### src/rtl/sdf_stage_ctrl_if.sv
// Handshake and status bundle between an SDF stage sequencer and its host.
// The master drives input-side controls; the slave is the stage controller.
interface sdf_stage_ctrl_if #(
  parameter int ADDR_W = 4
);
  logic              in_valid;
  logic              in_sop;
  logic              in_ready;
  logic              flush;
  logic              bf_sel;
  logic [ADDR_W-1:0] tw_addr;
  logic              tw_valid;
  logic              out_valid;
  logic              out_sop;
  logic              out_eop;
  logic              frame_err;
  logic              busy;

  modport master (
    output in_valid, in_sop, flush,
    input  in_ready, bf_sel, tw_addr, tw_valid,
    input  out_valid, out_sop, out_eop, frame_err, busy
  );

  modport slave (
    input  in_valid, in_sop, flush,
    output in_ready, bf_sel, tw_addr, tw_valid,
    output out_valid, out_sop, out_eop, frame_err, busy
  );
endinterface

### src/rtl/sdf_stage_ctrl.sv
// Sequencer for one radix-2 DIF single-path delay-feedback FFT stage:
// sample counting, butterfly select, twiddle ROM addressing and output framing.
module sdf_stage_ctrl #(
  parameter int N_POINTS = 16,
  parameter int ADDR_W   = 4,
  parameter int PIPE_LAT = 1
) (
  input logic             clk,
  input logic             rst,
  sdf_stage_ctrl_if.slave bus
);
  localparam int               CNT_W   = $clog2(N_POINTS);
  localparam logic [CNT_W-1:0] HALF    = CNT_W'(N_POINTS / 2);
  localparam logic [CNT_W-1:0] HALF_M1 = CNT_W'(N_POINTS / 2 - 1);

  typedef enum logic [1:0] {ST_IDLE, ST_PRIME, ST_RUN, ST_DRAIN} state_t;

  state_t           state_reg;
  logic [CNT_W-1:0] cnt_reg;
  logic             flush_pend_reg;
  logic             frame_err_reg;
  // Each stage holds {valid, sop, eop} of one tick.
  logic [2:0]       pipe_reg [PIPE_LAT];

  logic cnt_zero;
  logic drain_req;
  logic ready;
  logic tick;
  logic resync;
  logic emit;
  logic emit_sop;
  logic emit_eop;
  logic bf_sel;

  always_comb begin
    cnt_zero  = (cnt_reg == '0);
    // A pending flush takes effect only on a frame boundary and beats in_valid there.
    drain_req = (state_reg == ST_RUN) && cnt_zero && (bus.flush || flush_pend_reg);
    ready     = !rst && (state_reg != ST_DRAIN) && !drain_req;
    tick      = 1'b0;
    if (!rst) begin
      case (state_reg)
        ST_IDLE:  tick = ready && bus.in_valid && bus.in_sop && !bus.flush;
        ST_PRIME: tick = ready && bus.in_valid && !bus.flush;
        ST_RUN:   tick = ready && bus.in_valid;
        ST_DRAIN: tick = 1'b1;
        default:  tick = 1'b0;
      endcase
    end
    resync   = tick && bus.in_sop && !cnt_zero &&
               ((state_reg == ST_PRIME) || (state_reg == ST_RUN));
    // A resync tick starts a new frame, so it never contributes an output sample.
    emit     = tick && (((state_reg == ST_RUN) && !resync) || (state_reg == ST_DRAIN));
    emit_sop = emit && (state_reg == ST_RUN) && (cnt_reg == HALF);
    emit_eop = emit && (cnt_reg == HALF_M1);
    bf_sel   = !rst && cnt_reg[CNT_W-1];
  end

  always_ff @(posedge clk) begin
    if (rst) begin
      state_reg      <= ST_IDLE;
      cnt_reg        <= '0;
      flush_pend_reg <= 1'b0;
      frame_err_reg  <= 1'b0;
    end else begin
      frame_err_reg <= resync;
      case (state_reg)
        ST_IDLE: begin
          if (bus.flush) begin
            cnt_reg        <= '0;
            flush_pend_reg <= 1'b0;
          end else if (tick) begin
            cnt_reg   <= CNT_W'(1);
            state_reg <= ST_PRIME;
          end
        end
        ST_PRIME: begin
          if (bus.flush) begin
            state_reg      <= ST_IDLE;
            cnt_reg        <= '0;
            flush_pend_reg <= 1'b0;
          end else if (resync) begin
            cnt_reg <= CNT_W'(1);
          end else if (tick) begin
            cnt_reg <= cnt_reg + 1'b1;
            if (cnt_reg == HALF_M1) state_reg <= ST_RUN;
          end
        end
        ST_RUN: begin
          if (drain_req) begin
            state_reg      <= ST_DRAIN;
            flush_pend_reg <= 1'b0;
          end else begin
            if (bus.flush) flush_pend_reg <= 1'b1;
            if (resync) begin
              cnt_reg   <= CNT_W'(1);
              state_reg <= ST_PRIME;
            end else if (tick) begin
              cnt_reg <= cnt_reg + 1'b1;
            end
          end
        end
        ST_DRAIN: begin
          if (cnt_reg == HALF_M1) begin
            state_reg <= ST_IDLE;
            cnt_reg   <= '0;
          end else begin
            cnt_reg <= cnt_reg + 1'b1;
          end
        end
        default: begin
          state_reg <= ST_IDLE;
          cnt_reg   <= '0;
        end
      endcase
    end
  end

  // Framing delay matches the twiddle ROM read latency.
  always_ff @(posedge clk) begin
    if (rst) begin
      for (int i = 0; i < PIPE_LAT; i++) pipe_reg[i] <= '0;
    end else begin
      pipe_reg[0] <= {emit, emit_sop, emit_eop};
      for (int i = 1; i < PIPE_LAT; i++) pipe_reg[i] <= pipe_reg[i-1];
    end
  end

  assign bus.in_ready  = ready;
  assign bus.bf_sel    = bf_sel;
  assign bus.tw_addr   = (rst || bf_sel) ? '0 : ADDR_W'(cnt_reg[CNT_W-2:0]);
  assign bus.tw_valid  = tick;
  assign bus.out_valid = pipe_reg[PIPE_LAT-1][2] && !rst;
  assign bus.out_sop   = pipe_reg[PIPE_LAT-1][1] && !rst;
  assign bus.out_eop   = pipe_reg[PIPE_LAT-1][0] && !rst;
  assign bus.frame_err = frame_err_reg && !rst;
  assign bus.busy      = (state_reg != ST_IDLE) && !rst;
endmodule
### src/flat_wrapper.sv
// flat-port wrapper written by rule: the top's interface ports become plain ports
module sdf_stage_ctrl_flat 
#(
  parameter int N_POINTS = 16,
  parameter int ADDR_W   = 4,
  parameter int PIPE_LAT = 1
)
  (clk, rst, bus_in_valid, bus_in_sop, bus_flush, bus_in_ready, bus_bf_sel, bus_tw_addr, bus_tw_valid, bus_out_valid, bus_out_sop, bus_out_eop, bus_frame_err, bus_busy);
  sdf_stage_ctrl_if #(.ADDR_W(ADDR_W)) bus_i ();
  input logic clk;
  input logic rst;
  input wire logic [$bits(bus_i.in_valid)-1:0] bus_in_valid;
  input wire logic [$bits(bus_i.in_sop)-1:0] bus_in_sop;
  input wire logic [$bits(bus_i.flush)-1:0] bus_flush;
  output wire logic [$bits(bus_i.in_ready)-1:0] bus_in_ready;
  output wire logic [$bits(bus_i.bf_sel)-1:0] bus_bf_sel;
  output wire logic [$bits(bus_i.tw_addr)-1:0] bus_tw_addr;
  output wire logic [$bits(bus_i.tw_valid)-1:0] bus_tw_valid;
  output wire logic [$bits(bus_i.out_valid)-1:0] bus_out_valid;
  output wire logic [$bits(bus_i.out_sop)-1:0] bus_out_sop;
  output wire logic [$bits(bus_i.out_eop)-1:0] bus_out_eop;
  output wire logic [$bits(bus_i.frame_err)-1:0] bus_frame_err;
  output wire logic [$bits(bus_i.busy)-1:0] bus_busy;
  assign bus_i.in_valid = bus_in_valid;
  assign bus_i.in_sop = bus_in_sop;
  assign bus_i.flush = bus_flush;
  assign bus_in_ready = bus_i.in_ready;
  assign bus_bf_sel = bus_i.bf_sel;
  assign bus_tw_addr = bus_i.tw_addr;
  assign bus_tw_valid = bus_i.tw_valid;
  assign bus_out_valid = bus_i.out_valid;
  assign bus_out_sop = bus_i.out_sop;
  assign bus_out_eop = bus_i.out_eop;
  assign bus_frame_err = bus_i.frame_err;
  assign bus_busy = bus_i.busy;
  sdf_stage_ctrl #(.N_POINTS(N_POINTS), .ADDR_W(ADDR_W), .PIPE_LAT(PIPE_LAT)) u_core (.clk(clk), .rst(rst), .bus(bus_i));
endmodule
### config.mk
export PLATFORM = sky130hd
export DESIGN_NAME = sdf_stage_ctrl_flat
export DESIGN_NICKNAME = d
export VERILOG_FILES = /design/src/rtl/sdf_stage_ctrl_if.sv /design/src/rtl/sdf_stage_ctrl.sv /design/src/flat_wrapper.sv
export SDC_FILE = /design/constraint.sdc
export NUM_CORES = 1
export LEC_CHECK = 0
export CORE_ASPECT_RATIO = 1.2
export CORE_MARGIN = 1
export CORE_UTILIZATION = 41
export CTS_BUF_LIST = sky130_fd_sc_hd__clkbuf_8
export CTS_CLUSTER_DIAMETER = 200
export DETAILED_ROUTE_END_ITERATION = 16
export GPL_TIMING_DRIVEN = 0
export PLACE_DENSITY = 0.71
export SYNTH_ARGS = -nofsm -noshare
export SYNTH_HDL_FRONTEND = slang
export SYNTH_SLANG_ARGS = --single-unit
### constraint.sdc
create_clock -name clk -period 3.2 [get_ports clk]
set_clock_uncertainty 0.05 [all_clocks]
set_input_delay 0.32 -clock clk [delete_from_list [all_inputs] [get_ports clk]]
set_output_delay 0.32 -clock clk [all_outputs]
set_load 0.05 [all_outputs]
==> summary.md, run 1 <==
| Metric | Value |
|---|---|
| Worst Tran Pin Value | `0.5104 ns` |
| VDD IR max | `~0.00028 V` |
| Pre-CTS worst setup slack | `0.4149 ns` |
| Crit Path Class | `flop to primary output` |
| Max reg flops | `4` |
| DR vias | `930` |
| Avg WL per Cell | `about 14 µm` |
| GRT overflow | `0` |
| CP arrival | `between 2 and 3 ns` |
| Leak | `0.4158 nW` |
| Number of synthesized flops with an enable pin | `0` |
| FF-to-FF setup slack | `between 0.9 and 1 ns` |
| Worst path slowest cell | `clkdlybuf4s50_1` |
| Tmin final | `3.073 ns` |
| Crit path max fanout | `7` |
| HP Start | `bus_flush` |
| Final Hold Fails | `0` |
| Post_cts resized | `0` |
| Synth warnings | `0` |
| TNS Setup | `0 ns` |
| DRC viols | `0` |
| Top-area cell type share of the netlist area | `between 20% and 30%` |
| RSZ-0062 raised after global routing | `false` |
| Hold EP | `u_core.flush_pend_reg$_SDFFE_PP0P_` |
| Largest net degree at the start of global routing | `11` |
| Sw Ratio | `roughly two fifths` |
| Slowest stage delay, CP | `roughly 0.7 ns` |
| Main combinational cell family by area after synthesis | `compound AO/OA/AOI/OAI gates` |
| Sink Count | `11` |
| Syn_area_per_cell | `around 7.7 µm²` |
| Placeable Area | `between 2000 and 2500 µm²` |
| Post-CTS Hold Buffers | `0` |
| # IOs | `17` |
| Port bufs | `13` |
| Hold Path Stages | `3` |
| Sequential fraction of the synthesis area | `about a quarter` |
| Register area | `between 200 and 250 µm²` |
| # Post-CTS Setup Buffers | `0` |
| Post-synthesis net count | `127` |
| Final setup vio count | `0` |
| Simple-gate area share of the yosys netlist | `27.86%` |
| Post-synthesis adder-cell area fraction | `8.357%` |
| Fillers | `between 200 and 250` |
| Power Density | `between 400 and 500 nW/µm²` |
| Final Power | `roughly 490 µW` |
| Vias in the first global route | `between 800 and 900` |
| Ys async rst share | `0%` |
| Row count | `18` |
| Initial antenna violation count | `0` |
| Comb pwr share | `39.1%` |
| Final ANT Viol Nets | `0` |
| Clock Pin Slew Worst Setup and Hold Paths | `~0.06 ns` |
| Cell count after synthesis | `roughly 120` |
| Area growth, synth to finish | `23.68%` |
| DRT Pass-1 Iters | `4` |
| Final Cycle Share | `a little over nine tenths` |
| Max_slew headroom | `roughly two thirds` |
| CTS max path bufs | `2` |
| Multi-input logic area | `between 600 and 700 µm²` |
| Die area | `~2400 µm²` |
| Initial Utilization | `a little over two fifths` |
| Post-synthesis mux area share | `0%` |
| Sequence of cells on the critical path | `inv_1 -> ha_1 -> or3b_1 -> buf_2 -> o41a_1 -> nand2_2 -> inv_1 -> clkdlybuf4s50_1` |
| Vias per cell | `5.706` |
| Net Switching | `between 150 and 200 µW` |
| Max Clk Rate | `around 330 MHz` |
| Most common cell in the netlist | `nor2_1` |
| Post-synthesis compound-gate area fraction | `approximately 30%` |
| Clk Latency, worst-skew pair | `0.25 ns` |
| Post-synth top cells | `nor2_1 (16), dfxtp_1 (11), inv_1 (10)` |
| CTS tree | `yes` |
| Crit-path most repeated cell | `inv_1` |
| Chip width | `44.73 µm` |
| Reg power frac | `31.5%` |
| CTS H-tree depth | `1` |
| Clock group share of total power | `between 20% and 30%` |
| Synth top area cells | `dfxtp_1 (25%), ha_1 (8.4%), nor2_1 (6.7%), nor2b_1 (4.9%), inv_1 (4.2%)` |
| PnR worst setup slack | `about 0.13 ns` |
| Critical R2R Launch | `u_core.cnt_reg[0]$_SDFFE_PP0P_` |
| Hold WC Path Type | `input port to flop` |
| Max Slew Vio Count | `0` |
| Pint | `slightly above 300 µW` |
| FF-to-FF path depth | `8` |
| Drt initial violations | `26` |
| Xor/xnor share of the synthesized area | `0%` |
| Detailed Route WL | `about 2200 µm` |
| Max-Cap Viols | `0` |
| Worst Setup Start Kind | `flop` |
| WP data required | `~2.8 ns` |
| Ant. Diodes | `0` |
| Die height | `around 53 µm` |
| Placer Congestion | `about 0.98` |
| Top cell type by total area after synthesis | `dfxtp_1` |
| Synth Flop Type | `dfxtp_1` |
| Fraction of layout cells with a size suffix above 1 | `12.78%` |
| CP endpoint kind | `primary output` |
| Post-synthesis register bit count | `11` |
| Outcome | `completed` |
| Num CTS Buffers | `3` |
| Dpl hpwl | `around 1600 µm` |
| First-pass GRT wire length | `between 3000 and 4000 µm` |
| GR Util All Layers | `20.69%` |
| Count of cell types in the netlist | `48` |
| Root Driver | `clkbuf_8` |
| Worst R2R End | `u_core.cnt_reg[3]$_SDFFE_PP0P_` |
| Nets@finish | `about 150` |
| Synthesized cell area | `898.4 µm²` |
worst max path at each step:
stage                                                 from                             end  cells after the start
final                       u_core.cnt_reg[0]$_SDFFE_PP0P_                    bus_tw_valid                      8
after global routing        u_core.cnt_reg[0]$_SDFFE_PP0P_                    bus_tw_valid                      8
after CTS                   u_core.cnt_reg[0]$_SDFFE_PP0P_                    bus_tw_valid                      8
after detailed placement    u_core.cnt_reg[0]$_SDFFE_PP0P_                    bus_tw_valid                      8
after global placement      u_core.cnt_reg[0]$_SDFFE_PP0P_                    bus_tw_valid                      8
after floorplan           u_core.state_reg[0]$_SDFFE_PP0P_  u_core.cnt_reg[3]$_SDFFE_PP0P_                      6
power groups by stage:
| stage | Clock, mW | Sequential [mW] | Combinational [mW] |
|---|---|---|---|
| after detailed placement | 0 | 0.157 | 0.185 |
| after CTS | 0.145 | 0.154 | 0.187 |
| after global routing | 0.152 | 0.156 | 0.209 |
| after floorplan | 0 | 0.155 | 0.147 |
| after global placement | 0 | 0.156 | 0.188 |
| final | 0.144 | 0.154 | 0.191 |
worst max-delay path, delay by kind of cell (launching register included):
kind	cells	cell delay, ns
AOI/OAI and AO/OA	1	0.42
adders and majority gates	1	0.17
buffers and inverters	4	1.04
DFF	1	0.35
and+or+nand+nor	2	0.48
metal layers:
metal / part of all wire [%] / global-route usage (%) / vias up
met5: 0 / 0 / -
met2: 50 / 36.76 / 41
met4: 1.9 / 9.091 / 0
met1: 43 / 24.02 / 430
li1: - / - / 454
met3: 5.9 / 3.072 / 5
cells by family after synthesis:
| kind of cell | Yosys count |
|---|---|
| AO/OA/AOI/OAI | 34 |
| other | 1 |
| buffers and inverters | 17 |
| flip-flops | 11 |
| AND/OR/NAND/NOR | 47 |
| adder cells (fa/ha/maj) | 6 |
cell type report:
cell class                 instances  share of cell area (%)
timing repair buffer              13                   11.71
inverter                          10                   3.378
clock inverter                     1                  0.3378
multi-input combinational         88                   54.62
clock buffer                       3                   3.716
tap                               30                   3.378
sequential                        11                   19.82
buffer                             7                   3.041
per-stage QoR:
step / hold slack [ns] / util [%] / instances / cell area [µm²]
after floorplan: 0.4516 / - / 116 / 898.4
after global placement: 0.4731 / 51.45 / 159 / 1066
after detailed placement: 0.4778 / 51.45 / 159 / 1066
after CTS: 0.4301 / 53.62 / 163 / 1111
after global routing: 0.4953 / 53.62 / 163 / 1111
final: 0.4338 / 53.62 / 163 / 1111
layout by cell type, fill, tap and decap left out, types with 2 or more instances in the layout:
master	netlist	final
a21oi_1	4	4
a31oi_1	3	3
buf_2	2	2
clkbuf_1	2	2
clkbuf_8	0	3
clkdlybuf4s50_1	0	13
dfxtp_1	11	11
ha_1	6	6
inv_1	10	11
nand2_1	3	3
nand3_1	2	2
nor2_1	16	16
nor2b_1	7	7
nor3_1	4	4
nor3b_1	2	2
o21ai_0	5	5
o21bai_1	2	2
o22ai_1	2	2
o32ai_2	2	2
or2_2	2	2
or3_1	2	2
Power figures use the tool's default switching activity.
==> inputs of run 2 (changes only) <==
CORE_MARGIN = 3   (was 1)
==> run 2 against run 1 <==
  * Clock power about the same
  * Combinational power barely moved
  * Global-route usage is 4.0 points lower
  * Critical path depth fell by 1
  * Sequential share of layout area unchanged
  * Sequential power about the same
  * Via count fell by 0.65%
  * Clock-buffer cell count unchanged
  * Fmax grew 7.5%
  * Worst hold slack improved by 0.00058 ns
  * Critical endpoint is now bus_in_ready
  * Highest routed layer unchanged
==> summary.md, run 2 (same netlist as run 1, synthesis figures left out) <==
| Metric | Value |
|---|---|
| Fillers | `200 (-0.99%)` |
| CP endpoint kind | `primary output` |
| Crit path max fanout | `7 (unchanged)` |
| Sequence of cells on the critical path | `inv_1 -> ha_1 -> or3b_1 -> buf_2 -> nor2_1 -> nor3_1 -> clkdlybuf4s50_1` |
| Power Density | `438.0 nW/µm² (-0.38%)` |
| Max Slew Vio Count | `0 (unchanged)` |
| Clock Pin Slew Worst Setup and Hold Paths | `0.05 ns (about the same)` |
| DRT Pass-1 Iters | `4 (unchanged)` |
| Chip width | `48.73 µm (+8.9%)` |
| Final Power | `486.6 µW (-0.38%)` |
| TNS Setup | `0 ns (unchanged)` |
| CTS tree | `yes` |
| Crit Path Class | `flop to primary output` |
| Commonest non-fill, non-tap cell in the layout | `nor2_1` |
| HP Start | `bus_flush` |
| CP top delay family | `buffers and inverters` |
| Sink Count | `11 (unchanged)` |
| # IOs | `17 (unchanged)` |
| CTS max path bufs | `2 (unchanged)` |
| Num CTS Buffers | `3 (unchanged)` |
| # Post-CTS Setup Buffers | `0 (unchanged)` |
| Largest net degree at the start of global routing | `11 (unchanged)` |
| Leak | `0.4332 nW (+4.2%)` |
| Die area | `2791 µm² (+17%)` |
| Slowest stage delay, CP | `0.72 ns (+0.03 ns)` |
| Final ANT Viol Nets | `0 (unchanged)` |
| Vias per cell | `5.739 (+0.59%)` |
| Row count | `17 (-1)` |
| GRT overflow | `0 (unchanged)` |
| Root Driver | `clkbuf_8` |
| Vias in the first global route | `827 (-0.72%)` |
| Final setup vio count | `0 (unchanged)` |
| Tmin final | `2.858 ns (-0.2150 ns)` |
| Clk Latency, worst-skew pair | `0.25 ns (about the same)` |
| First-pass GRT wire length | `3719 µm (+3.7%)` |
| Crit path from | `u_core.cnt_reg[0]$_SDFFE_PP0P_` |
| DR vias | `924 (-0.65%)` |
| Max-Cap Viols | `0 (unchanged)` |
| Fraction of layout cells with a size suffix above 1 | `12.78% (unchanged)` |
| Placeable Area | `1957 µm² (-5.6%)` |
| Leading cell types in the layout, fill and taps excluded | `nor2_1 (16), clkdlybuf4s50_1 (12), inv_1 (11), dfxtp_1 (11), nor2b_1 (7)` |
| Port bufs | `13 (unchanged)` |
| CTS H-tree depth | `1 (unchanged)` |
| Initial antenna violation count | `0 (unchanged)` |
| Max Clk Rate | `349.9 MHz (+7.5%)` |
| Detailed Route WL | `2205 µm (-1.2%)` |
| Critical R2R Launch | `u_core.cnt_reg[0]$_SDFFE_PP0P_` |
| GR Util All Layers | `16.73% (-4.0 points)` |
| Final Hold Fails | `0 (unchanged)` |
| DRC viols | `0 (unchanged)` |
| Worst path slowest cell | `clkdlybuf4s50_1` |
| Worst Tran Pin Value | `0.5143 ns (+0.003935 ns)` |
| Max_slew headroom | `65.71% (-0.26 points)` |
| Placer Congestion | `0.8713 (-11%)` |
| Worst Setup Start Kind | `flop` |
| Max reg flops | `4 (unchanged)` |
| Die height | `57.28 µm (+7.5%)` |
| Nets@finish | `145 (unchanged)` |
| Drt initial violations | `36 (+38%)` |
| Initial Utilization | `45.91% (+2.6 points)` |
| Area growth, synth to finish | `23.68% (unchanged)` |
| Hold WC Path Type | `input port to flop` |
| RSZ-0062 raised after global routing | `false` |
| WP buf/inv | `3 (-1)` |
| Final Cycle Share | `89.31% (-6.7 points)` |
| Ant. Diodes | `0 (unchanged)` |
| VDD IR max | `0.0001811 V (-36%)` |
| CP arrival | `2.49 ns (-0.21 ns)` |
| Avg WL per Cell | `13.70 µm (about the same)` |
| Dpl hpwl | `1684 µm (+2.7%)` |
| Outcome | `completed` |
| WP data required | `2.83 ns (about the same)` |
==> run 2: changes by cell type in the layout (fill, tap and decap cells not counted) <==
cell,change
clkdlybuf4s50_1,-1
dlymetal6s2s_1,+1
==> run 2: worst paths after layout <==
path / to / cells after the start / slack (ns)
max: bus_in_ready / 7 / 0.34
min: u_core.flush_pend_reg$_SDFFE_PP0P_ / 3 / 0.43
max reg2reg: u_core.cnt_reg[3]$_SDFFE_PP0P_ / 8 / 0.96
min reg2reg: u_core.flush_pend_reg$_SDFFE_PP0P_ / 2 / 0.50
==> run 2: tightest hold or removal path: stages <==
cell,delay (ns)
clkbuf_2,0.14
a21oi_1,0.16
a311oi_1,0.06
==> run 2: per-stage QoR <==
stage | cells | instance area, µm² | utilization, % | setup slack [ns] | hold slack (ns)
after CTS | 161 | 1109 | 56.65 | 0.1063 | 0.4285
final | 161 | 1111 | 56.78 | 0.3420 | 0.4343
after floorplan | 116 | 898.4 | - | 0.6723 | 0.4516
after detailed placement | 157 | 1064 | 54.35 | 0.3918 | 0.4839
after global placement | 157 | 1064 | 54.35 | 0.4150 | 0.4709
after global routing | 161 | 1111 | 56.78 | 0.2318 | 0.5239
==> run 2: layout make-up <==
| cell class | count | area (µm²) | share of cell area [%] |
|---|---|---|---|
| plain buffers | 7 | 33.78 | 3.041 |
| clock buffers | 3 | 41.29 | 3.716 |
| clock inverters | 1 | 3.754 | 0.3378 |
| inverters | 10 | 37.54 | 3.378 |
| multi-input cells | 88 | 606.8 | 54.62 |
| flip-flops and latches | 11 | 220.2 | 19.82 |
| well taps | 28 | 35.03 | 3.153 |
| repair buffers | 13 | 132.6 | 11.94 |
==> run 2: timing repair <==
action,CTS,global route
hold buffers,0,0
endpoints found under the setup margin,0,1
resized for setup,0,1
==> run 2: power by group <==
group          switching, mW  internal, mW
sequential           0.00856         0.146
clock                 0.0575        0.0847
combinational          0.118        0.0725
==> run 2: per-layer routing <==
metal	share of wire (%)	routed length [µm]	vias to the layer above	global-route usage, %
li1	-	-	452	-
met1	44	972	429	21.76
met2	48	1057	38	27.57
met3	5.7	126	5	1.567
met4	2.2	48	0	8.537
met5	0	0	-	0
==> inputs of run 3 (changes only) <==
--- a/config.mk
+++ b/config.mk
@@ -8,10 +8,10 @@
 export CORE_ASPECT_RATIO = 1.2
 export CORE_MARGIN = 3
-export CORE_UTILIZATION = 41
+export CORE_UTILIZATION = 57
 export CTS_BUF_LIST = sky130_fd_sc_hd__clkbuf_8
 export CTS_CLUSTER_DIAMETER = 200
 export DETAILED_ROUTE_END_ITERATION = 16
 export GPL_TIMING_DRIVEN = 0
-export PLACE_DENSITY = 0.71
+export PLACE_DENSITY = 0.92
 export SYNTH_ARGS = -nofsm -noshare
 export SYNTH_HDL_FRONTEND = slang
--- a/constraint.sdc
+++ b/constraint.sdc
@@ -3,3 +3,3 @@
 set_input_delay 0.32 -clock clk [delete_from_list [all_inputs] [get_ports clk]]
 set_output_delay 0.32 -clock clk [all_outputs]
-set_load 0.05 [all_outputs]
+set_load 0.1 [all_outputs]
==> run 3 against run 2 <==
  * Worst hold slack improved by 0.010 ns
  * Cell area down 0.23%
  * Non-clock buffer count did not move
  * Sequential share of layout area hardly changed
  * Routed wire length is 8.4% higher
  * Power rose by 5.8%
  * Register-to-register slack about the same
  * Final cell count down 6.8%
  * Critical endpoint is now bus_tw_valid
  * Largest cell class unchanged
==> summary.md, run 3 (same netlist as run 1, synthesis figures left out) <==
| Metric | Value |
|---|---|
| Sink Count | `11 (unchanged)` |
| Avg WL per Cell | `15.94 µm (+16%)` |
| Worst Setup Start Kind | `flop` |
| Crit Path Class | `flop to primary output` |
| First-pass GRT wire length | `4291 µm (+15%)` |
| Fin area | `1109 µm² (-0.23%)` |
| Leak | `0.4326 nW (-0.14%)` |
| Max_slew headroom | `34.51% (-31 points)` |
| GRT overflow | `0 (unchanged)` |
| Placer Congestion | `0.9184 (+5.4%)` |
| Post-CTS Hold Buffers | `0 (unchanged)` |
| Power Density | `464.5 nW/µm² (+6.0%)` |
| Pint | `303.4 µW (+0.23%)` |
| Clk Latency, worst-skew pair | `0.25 ns (about the same)` |
| Placeable Area | `1464 µm² (-25%)` |
| Fillers | `114 (-43%)` |
| CP arrival | `2.62 ns (+0.13 ns)` |
| Detailed Route WL | `2391 µm (+8.4%)` |
| Hold Path Stages | `3 (unchanged)` |
| PnR worst setup slack | `0.2055 ns (-0.1364 ns)` |
| Crit path max fanout | `7 (unchanged)` |
| Register area | `220.2 µm² (unchanged)` |
| Vias in the first global route | `974 (+18%)` |
| Clock Pin Slew Worst Setup and Hold Paths | `0.06 ns (about the same)` |
| Row count | `15 (-2)` |
| Critical R2R Launch | `u_core.state_reg[0]$_SDFFE_PP0P_` |
| HP Start | `bus_flush` |
| Die height | `49.49 µm (-14%)` |
| Root Driver | `clkbuf_8` |
| Initial antenna violation count | `0 (unchanged)` |
| Dpl hpwl | `1764 µm (+4.7%)` |
| Nets@finish | `145 (unchanged)` |
| Final Cycle Share | `93.58% (+4.3 points)` |
| Max reg flops | `4 (unchanged)` |
| Commonest non-fill, non-tap cell in the layout | `nor2_1` |
| Chip width | `42.24 µm (-13%)` |
| WP data required | `2.83 ns (about the same)` |
| DP Area | `1062 µm² (-0.12%)` |
| Hold WC Path Type | `input port to flop` |
| Max Slew Vio Count | `0 (unchanged)` |
| CTS tree | `yes` |
| Area growth, synth to finish | `23.40%` |
| Worst R2R End | `u_core.state_reg[0]$_SDFFE_PP0P_` |
| Hold EP | `u_core.flush_pend_reg$_SDFFE_PP0P_` |
| Worst Tran Pin Value | `0.9793 ns (+0.4649 ns)` |
| Tmin final | `2.994 ns (+0.1364 ns)` |
| Final Power | `514.9 µW (+5.8%)` |
| Final setup vio count | `0 (unchanged)` |
| Leading cell types in the layout, fill and taps excluded | `nor2_1 (15), inv_1 (11), clkdlybuf4s50_1 (11), dfxtp_1 (11), nor2b_1 (7)` |
| Clock group share of total power | `28.1% (-1.1 points)` |
| # Post-CTS Setup Buffers | `0 (unchanged)` |
| Largest net degree at the start of global routing | `11 (unchanged)` |
| Pre-CTS worst setup slack | `0.1180 ns (-0.2738 ns)` |
| Comb pwr share | `42.0% (+2.9 points)` |
| Fraction of layout cells with a size suffix above 1 | `15.04% (+2.3 points)` |
| DR vias | `972 (+5.2%)` |
| Final Hold Fails | `0 (unchanged)` |
| FF-to-FF path depth | `8 (unchanged)` |
| CTS max path bufs | `2 (unchanged)` |
| TNS Setup | `0 ns (unchanged)` |
| FF-to-FF setup slack | `0.95 ns (about the same)` |
| CTS H-tree depth | `1 (unchanged)` |
| DRT Pass-1 Iters | `4 (unchanged)` |
| # IOs | `17 (unchanged)` |
| Ant. Diodes | `0 (unchanged)` |
| RSZ-0062 raised after global routing | `false` |
| Port bufs | `13 (unchanged)` |
| CP endpoint kind | `primary output` |
| Drt initial violations | `54 (+50%)` |
| Max Clk Rate | `333.9 MHz (-4.6%)` |
| Die area | `2090 µm² (-25%)` |
| Initial Utilization | `61.37% (+15 points)` |
| Max-Cap Viols | `0 (unchanged)` |
| Reg power frac | `30.0% (-1.7 points)` |
| GR Util All Layers | `25.91% (+9.2 points)` |
| Outcome | `completed` |
| Final ANT Viol Nets | `0 (unchanged)` |
| Vias per cell | `6.480 (+13%)` |
| Sw Ratio | `41.08% (+3.3 points)` |
| Multi-input logic area | `619.3 µm² (+2.1%)` |
| Num CTS Buffers | `3 (unchanged)` |
| DRC viols | `0 (unchanged)` |
| Net Switching | `211.5 µW (+15%)` |
| VDD IR max | `0.0003309 V (+83%)` |
run 3: changes by cell type in the layout (fill, tap and decap cells not counted), sizes merged:
| cell | delta |
|---|---|
| clkdlybuf4s50 | -1 |
| dlygate4sd2 | +1 |
run 3: power groups by stage:
stage                     sequential, mW  clock [mW]  combinational, mW
after floorplan                    0.155           0              0.171
after global placement             0.157           0              0.209
after detailed placement           0.157           0              0.211
after CTS                          0.154       0.142              0.214
after global routing               0.156       0.148              0.238
final                              0.154       0.145              0.216
run 3: how the worst max path moves through the flow:
stage,from,endpoint,slack [ns],depth (start not counted)
6_report,u_core.cnt_reg[0]$_SDFFE_PP0P_,bus_tw_valid,0.21,8
5_1_grt,u_core.state_reg[0]$_SDFFE_PP0P_,bus_tw_valid,0.08,8
4_1_cts,u_core.state_reg[0]$_SDFFE_PP0P_,bus_in_ready,0.07,7
3_5_place_dp,u_core.cnt_reg[0]$_SDFFE_PP0P_,bus_tw_valid,0.12,8
3_3_place_gp,u_core.cnt_reg[0]$_SDFFE_PP0P_,bus_tw_valid,0.14,8
2_1_floorplan,rst,bus_tw_addr[0],0.02,3
run 3: timing repair:
action	4_1_cts	5_1_grt
cloned	0	0
endpoints found under the setup margin	1	1
hold endpoints to repair	0	0
gates resized for setup	1	1
run 3: cell type report:
class,instances,area share (%)
Buffer,7,3.047
Clock buffer,3,3.725
Clock inverter,1,0.3386
Inverter,10,3.386
Multi-Input combinational cell,88,55.87
Sequential cell,11,19.86
Tap cell,17,1.919
Timing Repair Buffer,13,11.85
run 3: routing by layer:
| metal | vias to the layer above | share of wire (%) | GRT usage (%) |
|---|---|---|---|
| met2 | 45 | 49 | 42.64 |
| met3 | 10 | 6.4 | 4.380 |
| li1 | 455 | - | - |
| met5 | - | 0 | 0 |
| met1 | 462 | 41 | 31.10 |
| met4 | 0 | 3.1 | 15.03 |
run 3: worst max-delay path, stage by stage (launching register included):
cell	delay (ns)
dfxtp_1	0.35
inv_1	0.12
ha_1	0.17
or3b_1	0.33
buf_2	0.17
o41a_1	0.44
nand2_2	0.15
inv_1	0.05
dlygate4sd2_1	0.59
run 3: per-stage QoR:
stage / util, % / hold WS [ns] / cells
final: 75.73 / 0.4444 / 150
after CTS: 75.56 / 0.4433 / 150
after detailed placement: 72.56 / 0.4906 / 146
after global routing: 75.73 / 0.4983 / 150
after floorplan: - / 0.4516 / 116
after global placement: 72.56 / 0.4785 / 146
